<file path="src/rtl/counter_scheduler_pkg.sv">
// Counter scheduler shared types.
// FSM state encoding and index-width helper.
package counter_scheduler_pkg;

    typedef enum logic [1:0] {
        IDLE = 2'd0,
        LOAD = 2'd1,
        RUN  = 2'd2,
        DONE = 2'd3
    } state_t;

    function automatic int idx_w(input int n);
        return (n > 1) ? $clog2(n) : 1;
    endfunction

endpackage

</file>
<file path="src/rtl/counter_scheduler_if.sv">
// Requester / shared-counter bundle of the counter scheduler.
// master: parent side, slave: scheduler side.
interface counter_scheduler_if #(
    parameter int N     = 4,
    parameter int WIDTH = 4
);
    logic [N-1:0]       req;
    logic [N*WIDTH-1:0] len;
    logic               tick;
    logic [N-1:0]       grant;
    logic [N-1:0]       done;
    logic               busy;
    logic               cnt_load;
    logic [WIDTH-1:0]   cnt_d;
    logic               cnt_enable;
    logic [WIDTH-1:0]   cnt_q;

    modport master (
        output req, len, tick, cnt_q,
        input  grant, done, busy, cnt_load, cnt_d, cnt_enable
    );

    modport slave (
        input  req, len, tick, cnt_q,
        output grant, done, busy, cnt_load, cnt_d, cnt_enable
    );
endinterface

</file>
<file path="src/rtl/counter_scheduler_rrpick.sv">
// Round-robin pick: first set request at or above ptr, wrapping.
// Purely combinational.
module counter_scheduler_rrpick
    import counter_scheduler_pkg::*;
#(
    parameter int N  = 4,
    parameter int IW = idx_w(N)
) (
    input  logic [N-1:0]  req,
    input  logic [IW-1:0] ptr,
    output logic [IW-1:0] idx,
    output logic          valid
);

    always_comb begin
        idx   = '0;
        valid = 1'b0;
        for (int k = 0; k < N; k++) begin
            if (!valid && req[(int'(ptr) + k) % N]) begin
                valid = 1'b1;
                idx   = IW'((int'(ptr) + k) % N);
            end
        end
    end

endmodule

</file>
<file path="src/rtl/counter_scheduler.sv">
// Arbitrates one shared modulo-MAX counter among N requesters.
// Owner runs L ticks by preloading MAX-L and waiting for the wrap.
module counter_scheduler
    import counter_scheduler_pkg::*;
#(
    parameter int N     = 4,
    parameter int MAX   = 16,
    parameter int WIDTH = $clog2(MAX)
) (
    input  logic clock,
    input  logic reset_n,
    counter_scheduler_if.slave bus
);

    localparam int               IW   = idx_w(N);
    localparam logic [WIDTH-1:0] TOP  = WIDTH'(MAX - 1);
    localparam logic [WIDTH:0]   MAXW = (WIDTH + 1)'(MAX);

    state_t           state_q;
    logic [IW-1:0]    ptr_q;
    logic [IW-1:0]    idx_q;
    logic [IW-1:0]    pick_idx;
    logic [IW-1:0]    ptr_nxt;
    logic [WIDTH-1:0] l_q;
    logic [N-1:0]     grant_q;
    logic [N-1:0]     done_q;
    logic             pick_valid;
    logic             abort;
    logic             wrap;

    counter_scheduler_rrpick #(
        .N  (N),
        .IW (IW)
    ) u_pick (
        .req   (bus.req),
        .ptr   (ptr_q),
        .idx   (pick_idx),
        .valid (pick_valid)
    );

    // Owner withdrawing its request while holding the counter.
    assign abort = (state_q == LOAD || state_q == RUN)
                 && !bus.req[idx_q];

    assign wrap    = bus.tick && (bus.cnt_q == TOP);
    assign ptr_nxt = (idx_q == IW'(N - 1)) ? '0 : idx_q + IW'(1);

    assign bus.grant      = grant_q;
    assign bus.done       = done_q;
    assign bus.busy       = (state_q != IDLE);
    assign bus.cnt_load   = (state_q == LOAD) && !abort
                          && (l_q != '0);
    assign bus.cnt_d      = WIDTH'(MAXW - {1'b0, l_q});
    assign bus.cnt_enable = (state_q == RUN) && !abort
                          && bus.tick;

    always_ff @(posedge clock or negedge reset_n) begin
        if (!reset_n) begin
            state_q <= IDLE;
            ptr_q   <= '0;
            idx_q   <= '0;
            l_q     <= '0;
            grant_q <= '0;
            done_q  <= '0;
        end else begin
            done_q <= '0;
            unique case (state_q)
                IDLE: begin
                    if (pick_valid) begin
                        idx_q   <= pick_idx;
                        l_q     <= bus.len[int'(pick_idx)*WIDTH +: WIDTH];
                        grant_q <= N'(1) << pick_idx;
                        state_q <= LOAD;
                    end
                end
                LOAD: begin
                    if (abort) begin
                        grant_q <= '0;
                        ptr_q   <= ptr_nxt;
                        state_q <= IDLE;
                    end else if (l_q == '0) begin
                        done_q  <= grant_q;
                        state_q <= DONE;
                    end else begin
                        state_q <= RUN;
                    end
                end
                RUN: begin
                    if (abort) begin
                        grant_q <= '0;
                        ptr_q   <= ptr_nxt;
                        state_q <= IDLE;
                    end else if (wrap) begin
                        done_q  <= grant_q;
                        state_q <= DONE;
                    end
                end
                DONE: begin
                    grant_q <= '0;
                    ptr_q   <= ptr_nxt;
                    state_q <= IDLE;
                end
                default: state_q <= IDLE;
            endcase
        end
    end

endmodule
</file>
<file path="src/flat_wrapper.sv">
// flat-port wrapper written by rule: the top's interface ports become plain ports
module counter_scheduler_flat import counter_scheduler_pkg::*;
#(
    parameter int N     = 4,
    parameter int MAX   = 16,
    parameter int WIDTH = $clog2(MAX)
)
  (clock, reset_n, bus_req, bus_len, bus_tick, bus_cnt_q, bus_grant, bus_done, bus_busy, bus_cnt_load, bus_cnt_d, bus_cnt_enable);
  counter_scheduler_if #(.N(N), .WIDTH(WIDTH)) bus_i ();
  input  logic clock;
  input  logic reset_n;
  input wire logic [$bits(bus_i.req)-1:0] bus_req;
  input wire logic [$bits(bus_i.len)-1:0] bus_len;
  input wire logic [$bits(bus_i.tick)-1:0] bus_tick;
  input wire logic [$bits(bus_i.cnt_q)-1:0] bus_cnt_q;
  output wire logic [$bits(bus_i.grant)-1:0] bus_grant;
  output wire logic [$bits(bus_i.done)-1:0] bus_done;
  output wire logic [$bits(bus_i.busy)-1:0] bus_busy;
  output wire logic [$bits(bus_i.cnt_load)-1:0] bus_cnt_load;
  output wire logic [$bits(bus_i.cnt_d)-1:0] bus_cnt_d;
  output wire logic [$bits(bus_i.cnt_enable)-1:0] bus_cnt_enable;
  assign bus_i.req = bus_req;
  assign bus_i.len = bus_len;
  assign bus_i.tick = bus_tick;
  assign bus_i.cnt_q = bus_cnt_q;
  assign bus_grant = bus_i.grant;
  assign bus_done = bus_i.done;
  assign bus_busy = bus_i.busy;
  assign bus_cnt_load = bus_i.cnt_load;
  assign bus_cnt_d = bus_i.cnt_d;
  assign bus_cnt_enable = bus_i.cnt_enable;
  counter_scheduler #(.N(N), .MAX(MAX), .WIDTH(WIDTH)) u_core (.clock(clock), .reset_n(reset_n), .bus(bus_i));
endmodule
</file>
<file path="config.mk">
export PLATFORM = sky130hd
export DESIGN_NAME = counter_scheduler_flat
export DESIGN_NICKNAME = d
export VERILOG_FILES = /design/src/rtl/counter_scheduler_pkg.sv /design/src/rtl/counter_scheduler_if.sv /design/src/rtl/counter_scheduler_rrpick.sv /design/src/rtl/counter_scheduler.sv /design/src/flat_wrapper.sv
export SDC_FILE = /design/constraint.sdc
export NUM_CORES = 1
export LEC_CHECK = 0
export ABC_AREA = 1
export CORE_UTILIZATION = 40
export CTS_CLUSTER_DIAMETER = 30
export DETAILED_ROUTE_END_ITERATION = 12
export GPL_ROUTABILITY_DRIVEN = 0
export PLACE_DENSITY = 0.7
export SYNTH_ARGS = -nofsm -noshare
export SYNTH_HDL_FRONTEND = slang
export SYNTH_SLANG_ARGS = --single-unit
</file>
<file path="constraint.sdc">
create_clock -name clock -period 3 [get_ports clock]
set_input_delay 0.6 -clock clock [delete_from_list [all_inputs] [get_ports clock]]
set_output_delay 0.6 -clock clock [all_outputs]
set_load 0.03 [all_outputs]
</file>
==> impl_metrics.py <==
metrics = {
    "status": {
        "outcome": "finished, final reports clean",
    },
    "power": {
        "irDropWorstVdd_mv": 0.488,
        "pwr_density_cell_nw_per_um2": 1180,
        "leakage_nw": 0.962,
        "total_power_mw": 2.20,
    },
    "place": {
        "dp_hpwl_mm": 2.59,
        "portBuffers": 41,
    },
    "clock_network": {
        "cts_buffers": 3,
        "cts.sinks": 18,
        "cts_root_buffer": "clkbuf_4",
        "cts_tree": "yes",
        "cts_setup_buffers": 0,
        "cts_hold_buf": 0,
        "cts.path.max_buffers": 2,
        "ctsHtreeMaxLevel": 1,
        "path_clk_slew_ps": 100,
        "post_cts_resized": 0,
        "clkLatencyLatePin_ps": 300,
    },
    "global_routing": {
        "grtUsageTotal_pct": 20.0,
        "grt-ovfl-total": 0,
        "antenna_found_initial": 0,
        "grt_max_degree": 19,
        "grt_pass1_wl_mm": 5.58,
        "grt_pass1_vias": 1251,
    },
    "synth": {
        "synth_top_area_share_pct": 31.9,
        "synth_compound_area_share_pct": 6.12,
        "yosysWarnings": 0,
        "synth_cell_types": 26,
        "synth_area_um2": 1410,
        "synth_area_per_cell_um2": 6.88,
        "synth_mux_area_share_pct": 0,
        "yosysSeqAreaShare_pct": 31.9,
        "synth-adder-area-share_pct": 5.32,
        "ys_ff_latch": 18,
        "synthCells": 205,
        "synth_top_area_cell": "dfrtp_1",
        "synth_top_family_by_area": "simple AND/OR/NAND/NOR gates",
        "synth-xor-area-share_pct": 1.24,
        "syn-num-nets": 238,
        "yosys-top-cells-area": "dfrtp_1 32%, nand2_1 22%, nand2_2 6.2%",
        "synth_simple_gate_area_share_pct": 45.3,
    },
    "critical_path": {
        "crit_path_start_kind": "primary input",
        "path_cells": "clkdlybuf4s50_1 -> inv_1 -> o21ai_0 -> nand2_1 -> nand2_1 -> nand2_1 -> nor2_1 -> buf_4",
        "path_delay_family": "buffers and inverters",
        "critical_path.slowest_cell": "clkdlybuf4s50_1",
        "end_kind": "output pin",
        "crit_buf_inv": 3,
        "slowest_delay_ps": 470,
        "required_ps": 2400,
        "path_class": "primary input to output pin",
        "worst-path-max-fanout": 4,
        "cpMostUsedCell": "nand2_1",
        "critPathArrivalTime_ps": 1930,
    },
    "timing": {
        "rsz0062_at_grt": "no",
        "tns_ps": 0,
        "worst_pin_slew_ps": 836,
        "min_period_ps": 2530,
        "hold_viol": 0,
        "fmax_mhz": 395,
        "setup_viol": 0,
        "post-route-period-util_pct": 84.4,
        "slew_headroom_pct": 44.1,
        "drv_slew": 0,
        "finClkSkew_ps": 9.14,
    },
    "finish": {
        "fin_util_pct": 55.5,
        "seqCellArea_um2": 450,
        "fin_nets": 280,
        "nFillCells": 350,
        "multi_input_area_um2": 817,
        "area_growth_pct": 32.5,
        "antenna_cells": 0,
        "drive_above_1_share_pct": 13.8,
    },
    "die": {
        "die_x_um": 61.4,
        "rows": 21,
        "die_y_um": 61.4,
        "die_area_um2": 3770,
        "core-area_um2": 3360,
        "start_util_pct": 41.9,
        "boundaryPins": 42,
    },
    "route": {
        "drtIter0Drc": 23,
        "viasPerCell": 4.89,
        "drc_errors": 0,
        "routedWlPerCell_um": 11.2,
        "wl_mm": 3.27,
        "drt_pass1_iterations": 4,
        "ant_nets": 0,
        "vias": 1427,
    },
    "flow_run": {
        "maxCapViolations": 0,
    },
    "min_path": {
        "hp-class": "flop to flop",
    },
}
## synth_stat cells, drive strengths merged
library cell	instances
a21oi	3
a31oi	1
buf	4
clkinv	1
dfrtp	18
ha	6
inv	26
nand2	98
nand3	13
nand4	9
nor2	11
nor3	2
o211ai	1
o21ai	5
o22ai	4
o31ai	1
xnor2	1
xor2	1
## placed cells by master, fill, tap and decap left out, drive strengths merged
cell	netlist	routed
o211ai	1	1
a21oi	3	3
o31ai	1	1
nand2	98	98
o22ai	4	4
clkdlybuf4s50	0	39
xnor2	1	1
clkbuf	0	4
xor2	1	1
nand3	13	13
nor2	11	11
a31oi	1	1
ha	6	6
nor3	2	2
o21ai	5	5
nand4	9	9
buf	4	2
clkinv	1	1
inv	26	26
dfrtp	18	18
## cell type report
type                            instances  area share (%)
Multi-Input combinational cell        156            43.7
Sequential cell                        18            24.1
Timing Repair Buffer                   41            21.7
Inverter                               27            5.43
Tap cell                               46            3.08
Clock buffer                            4            1.94
## routing by layer
metal  wire [um]  part of all wire (%)  global-route usage (%)
met2        1520                    47                    32.8
met1        1530                    47                    28.0
met3         196                   6.0                    3.99
met5           0                     0                       0
met4          15                  0.46                    2.86
## state kept, by name, summed over array words and instances, names as in the netlist
register and flops:
u_core.bus.done 4, u_core.bus.grant 4, u_core.idx_q 2, u_core.l_q 4, u_core.ptr_q 2, u_core.state_q 2
## stage by stage
stage | setup WS, ps | hold WS, ps | cell area, um^2 | instances
after floorplan | 930 | 304 | 1410 | 205
after global placement | 471 | 468 | 1830 | 288
after detailed placement | 466 | 470 | 1830 | 288
after CTS | 459 | 496 | 1870 | 292
after global routing | 307 | 540 | 1870 | 292
final | 469 | 492 | 1870 | 292
## worst min-delay path, stage by stage (launching register included)
cell	delay (ps)
dfrtp_1	360
nand2_1	50
nand2_1	60
## logic make-up after synthesis
group                    count (synthesis)
AO/OA/AOI/OAI                           15
XOR/XNOR                                 2
adder cells (fa/ha/maj)                  6
buffers and inverters                   31
flip-flops                              18
AND/OR/NAND/NOR                        133
## report_power, final
group | total (mW) | switching, mW | internal [mW]
combinational | 1.63 | 1.05 | 0.578
clock | 0.151 | 0.0767 | 0.0740
sequential | 0.420 | 0.0931 | 0.327
total | 2.20 | 1.22 | 0.979
## worst paths after layout
kind	from	endpoint	slack (ps)	cells past startpoint
setup / recovery	bus_req[0]	bus_cnt_enable	470	8
hold / removal	u_core.l_q[1]	u_core.l_q[1]	490	2
setup reg to reg	u_core.ptr_q[0]	u_core.l_q[0]	750	12
hold reg to reg	u_core.l_q[1]	u_core.l_q[1]	490	2
max in group asynchronous	reset_n	u_core.l_q[0]	1710	1
min in group asynchronous	reset_n	u_core.bus.grant[2]	770	1
Note: power is estimated with default switching activity, not from simulation.
==> patch 1 (same settings) <==
`MAX` is set to 16 in 2 places; all go to 32.
--- a/src/rtl/counter_scheduler.sv
+++ b/src/rtl/counter_scheduler.sv
@@ -5,5 +5,5 @@
 #(
     parameter int N     = 4,
-    parameter int MAX   = 16,
+    parameter int MAX   = 32,
     parameter int WIDTH = $clog2(MAX)
 ) (
--- a/src/flat_wrapper.sv
+++ b/src/flat_wrapper.sv
@@ -3,5 +3,5 @@
 #(
     parameter int N     = 4,
-    parameter int MAX   = 16,
+    parameter int MAX   = 32,
     parameter int WIDTH = $clog2(MAX)
 )
Ports: changed (resized bus_cnt_d, bus_cnt_q and bus_len); port bits go from 42 to 48. No check against the original RTL was run, so the function may have changed too.
==> patch 1 against the unedited design <==
Cell area is 9.3% higher; final cell count grew 8.2%; largest power group unchanged; wire length fell by 0.89%; area after synthesis is 6.8% higher; total power is 12% higher; die area grew 6.6%; critical endpoint unchanged; worst setup slack got worse by 0.22 ns; sequential cell count up 1; sequential share of layout area shrank 0.83 points; synthesized cell count is 8.8% higher; first-iteration DRC count increased by 70%; via count rose by 5.2%.
==> patch 1: results (changes against the unedited design) <==
{| class="wikitable"
! Metric !! Value
|-
| Outcome || complete, no violations
|-
| Arrival time of the worst setup path || 2.16 ns (+0.23 ns)
|-
| Top post-synthesis cells by area || dfrtp_1, nand2_1, nand3_1
|-
| Internal power || 1.10 mW (+13%)
|-
| Top cell type's share of synthesized area || 0.316 (-0.00382)
|-
| Count of filler cells inserted in the layout || 347 (-0.86%)
|-
| Worst vdd ir || 0.000667 V (+37%)
|-
| Yosys cell types || 29 (+12%)
|-
| Post-Route Skew || 0.00150 ns (-0.00764 ns)
|-
| # port buffers || 47 (+15%)
|-
| Pleak || 1.06 nW (+10%)
|-
| Worst-path fanout max || 3 (-1)
|-
| Final net count || 310 (+11%)
|-
| Compound-Gate Fraction of Synth Area || 0.0681 (+0.00688)
|-
| Smallest setup slack after layout || 0.245 ns (-0.225 ns)
|-
| Cell types with the highest counts after synthesis || nand2_1, inv_1, dfrtp_1, nand3_1, nor2_1
|-
| Buffer cell driving the clock tree root || clkbuf_8
|-
| Wire length of the first global-routing pass || 5840 µm (+4.7%)
|-
| Post-synthesis share of cell area spent on full adders, half adders and majority gates || 0.0581 (+0.00490)
|-
| Via count || 1501 (+5.2%)
|-
| DRC marker count from the first detailed-route iteration || 39 (+70%)
|-
| Register-to-register path setup slack || 0.82 ns (+0.07 ns)
|-
| Critical register-to-register path endpoint || u_core.l_q[3]
|-
| Number of global-route vias before repair || 1438 (+15%)
|-
| Sequential area share after synthesis || 0.316 (-0.00382)
|}
-- patch 1: changes by cell type in the layout (fill, tap and decap cells not counted), moves of 2 or more --
| cell | unedited run | this run |
|---|---|---|
| nand2_1 | 82 | 95 |
| nand3_1 | 8 | 18 |
| nand2_2 | 14 | 7 |
| clkdlybuf4s50_1 | 39 | 45 |
| nand4_1 | 9 | 3 |
| clkbuf_4 | 3 | 0 |
| inv_1 | 20 | 23 |
| clkbuf_8 | 1 | 3 |
| nand2_4 | 2 | 4 |
-- patch 1: timing repair --
| item | 4_1_cts | 5_1_grt |
|---|---|---|
| setup endpoints to repair | 0 | 1 |
| gates resized for setup | 0 | 1 |
| endpoints found under the hold margin | 0 | 0 |
-- patch 1: power groups by stage --
stage	Combinational, mW	Sequential [mW]	Clock [mW]
floorplan	1.46	0.434	0
global placement	1.82	0.450	0
detailed placement	1.84	0.451	0
CTS	1.85	0.448	0.181
global route	2.08	0.466	0.196
finish	1.84	0.449	0.178
-- patch 1: logic make-up after synthesis --
logic type      Yosys count
xor+xnor                  2
buf+inv                  33
simple gates            145
fa+ha+maj                 7
flops                    19
compound gates           17
-- patch 1: final cells by class --
| type | instances | area share |
|---|---|---|
| clock inverter | 1 | 0.00245 |
| timing repair buffer | 48 | 0.234 |
| tap | 46 | 0.0282 |
| clock buffer | 3 | 0.0202 |
| multi-input combinational | 171 | 0.431 |
| inverter | 28 | 0.0515 |
| sequential | 19 | 0.233 |
-- patch 1: worst max-delay path, stage by stage --
cell             delay (ns)
clkdlybuf4s50_1        0.47
inv_1                  0.06
o211ai_1               0.23
nand2_1                0.12
a21boi_0               0.29
inv_1                  0.12
nor2_1                 0.10
buf_4                  0.16
-- patch 1: worst max-delay path by stage --
stage	startpoint	end	cells past startpoint
after floorplan	bus_req[0]	bus_cnt_enable	6
final	bus_req[2]	bus_cnt_enable	8
after global placement	bus_req[2]	bus_cnt_load	8
after global routing	bus_req[2]	bus_cnt_enable	8
after CTS	bus_req[2]	bus_cnt_load	8
after detailed placement	bus_req[2]	bus_cnt_load	8
-- patch 1: stage by stage --
step | area [µm²] | instances
4_1_cts | 2040 | 316
6_report | 2040 | 316
3_5_place_dp | 1990 | 312
3_3_place_gp | 1990 | 312
2_1_floorplan | 1510 | 223
5_1_grt | 2040 | 316
-- patch 1: per-layer routing --
| layer | vias to the layer above | part of all wire | global-route usage |
|---|---|---|---|
| met5 | - | 0 | 0 |
| met4 | 0 | 0.011 | 0.0625 |
| met3 | 4 | 0.061 | 0.0236 |
| met2 | 54 | 0.44 | 0.313 |
| met1 | 652 | 0.49 | 0.223 |
| li1 | 791 | - | - |
==> patch 2 (same settings) <==
Without the edit above. Put a register stage on the output `bus.cnt_d`. The value now appears one clock later.
--- a/src/rtl/counter_scheduler.sv
+++ b/src/rtl/counter_scheduler.sv
@@ -51,5 +51,7 @@
     assign bus.cnt_load   = (state_q == LOAD) && !abort
                           && (l_q != '0);
-    assign bus.cnt_d      = WIDTH'(MAXW - {1'b0, l_q});
+    always_ff @(posedge clock) begin
+        bus.cnt_d <= WIDTH'(MAXW - {1'b0, l_q});
+    end
     assign bus.cnt_enable = (state_q == RUN) && !abort
                           && bus.tick;
Function: changed (a bounded check fails within 4 cycles, from zero or initial values and one cycle with reset_n low).
==> patch 2 against the unedited design <==
Sequential power grew 22%; largest power group unchanged; utilization grew 2.0 points; total power grew 0.64%; sequential share of layout area grew 3.1 points; worst setup slack lost 0.12 ns; combinational power shrank 9%; register-to-register slack gained 0.06 ns; fmax shrank 4.6%; wire length shrank 10%; area after synthesis grew 2.4%; cell area grew 4.4%; sequential cell count grew 4; via count shrank 3.8%.
==> patch 2: results (changes against the unedited design) <==
{| class="wikitable"
! Metric !! Value
|-
| Sequential cell area in the final layout || 531 µm² (+18%)
|-
| Count of state elements after synthesis || 22 (+4)
|-
| Yosys cell types || 24 (-7.7%)
|-
| Worst-case headroom to the max-slew limit || 0.498 (+0.0569)
|-
| Wl on met1 || 1450 µm (-5.0%)
|-
| Power density cells || 1140 nW/µm² (-3.6%)
|-
| Wire length of the first global-routing pass || 5220 µm (-6.4%)
|-
| Number of placed cells counting well taps || 296 (+2.8%)
|-
| Hold Startpoint || u_core.l_q[0]
|-
| Worst Hold Depth || 0 (-2)
|-
| Critical register-to-register path endpoint || u_core.l_q[1]
|-
| Top post-synthesis cells by area || dfrtp_1, nand2_1, nand3_1
|-
| Worst vdd ir || 0.000718 V (+47%)
|-
| Post-Syn Area per Cell || 6.88 µm² (about the same)
|-
| Post-Place Worst Slack || 0.0499 ns (-0.416 ns)
|-
| Plain + repair buffers || 42 (+2.4%)
|-
| Fraction of layout cells with a size suffix above 1 || 0.102 (-0.0358)
|-
| Cell types with the highest counts after synthesis || nand2_1, inv_1, nand3_1, dfrtp_1, nor2_1
|-
| Max incr delay on CP || 0.49 ns (+0.02 ns)
|-
| Multi-input logic cell count || 159 (+1.9%)
|-
| Overall global routing resource usage || 0.181 (-0.0189)
|-
| Reg-to-Reg Start || u_core.ptr_q[0]
|-
| Pleak || 1.02 nW (+5.6%)
|-
| Dpl cell area || 1890 µm² (+3.4%)
|-
| Syn_nets || 243 (+2.1%)
|-
| Via count || 1373 (-3.8%)
|-
| Register-to-register path setup slack || 0.81 ns (+0.06 ns)
|-
| Per-cell via count in the routed design || 4.58 (-6.3%)
|-
| Outcome || complete, no violations
|-
| Layout buffering overhead excluding clock cells || 0.214 (-0.00264)
|-
| Share of synthesized registers carrying an async set or reset || 0.818 (-0.182)
|-
| Hold Path Sink || u_core.bus.cnt_d[0]
|-
| Half-perimeter wire length after placement || 2320 µm (-10%)
|-
| Met2 Routed Length || 1310 µm (-14%)
|-
| Fraction of area in multi-input gates || 0.405 (-0.0324)
|-
| R2R cell count || 15 (+3)
|-
| Final clock-cell share || 0.0270 (+0.00753)
|-
| Number of global-route vias before repair || 1271 (+1.6%)
|-
| Wire length per cell after detailed routing || 9.79 µm (-12%)
|}
==> patch 2: report_power, final <==
| part | internal, mW | total, mW | switching [mW] | leakage, nW |
|---|---|---|---|---|
| Sequential | 0.409 | 0.512 | 0.104 | 0.267 |
| Combinational | 0.526 | 1.48 | 0.955 | 0.720 |
| Clock | 0.135 | 0.221 | 0.0859 | 0.0279 |
| Total | 1.07 | 2.21 | 1.14 | 1.02 |
==> patch 2: worst max-delay path by stage <==
stage,endpoint,slack (ns),cells after the start,startpoint
floorplan,bus_cnt_enable,0.77,6,bus_req[1]
global placement,bus_cnt_load,0.07,8,bus_req[2]
detailed placement,bus_cnt_load,0.05,8,bus_req[0]
CTS,bus_cnt_load,0.05,8,bus_req[0]
global route,bus_cnt_enable,0.15,8,bus_req[2]
finish,bus_cnt_enable,0.35,8,bus_req[2]
==> patch 2: what timing repair did <==
action                     4_1_cts  5_1_grt
hold buffers                     0        0
setup endpoints to repair        0        1
gates resized for setup          0        1
==> patch 2: cells by family (layout without fill, tap and decap cells) <==
logic type / Yosys count / after routing / share of synthesized area
buffers and inverters: 29 / 73 / 0.0858
DFF: 22 / 22 / 0.367
xor gates and xnor gates: 2 / 2 / 0.0121
and+or+nand+nor: 135 / 135 / 0.417
adders and majority gates: 6 / 6 / 0.0520
AOI/OAI and AO/OA: 16 / 16 / 0.0659
==> patch 2: per-stage QoR <==
step | hold WS [ns] | power, mW
2_1_floorplan | 0.304 | 1.67
3_3_place_gp | 0.404 | 1.99
3_5_place_dp | 0.401 | 2.00
4_1_cts | 0.428 | 2.23
5_1_grt | 0.444 | 2.47
6_report | 0.423 | 2.21
==> patch 2: per-layer routing <==
layer  global-route usage  vias up
li1                     -      750
met1                0.253      571
met2                0.283       48
met3               0.0435        4
met4               0.0413        0
met5                    0        -
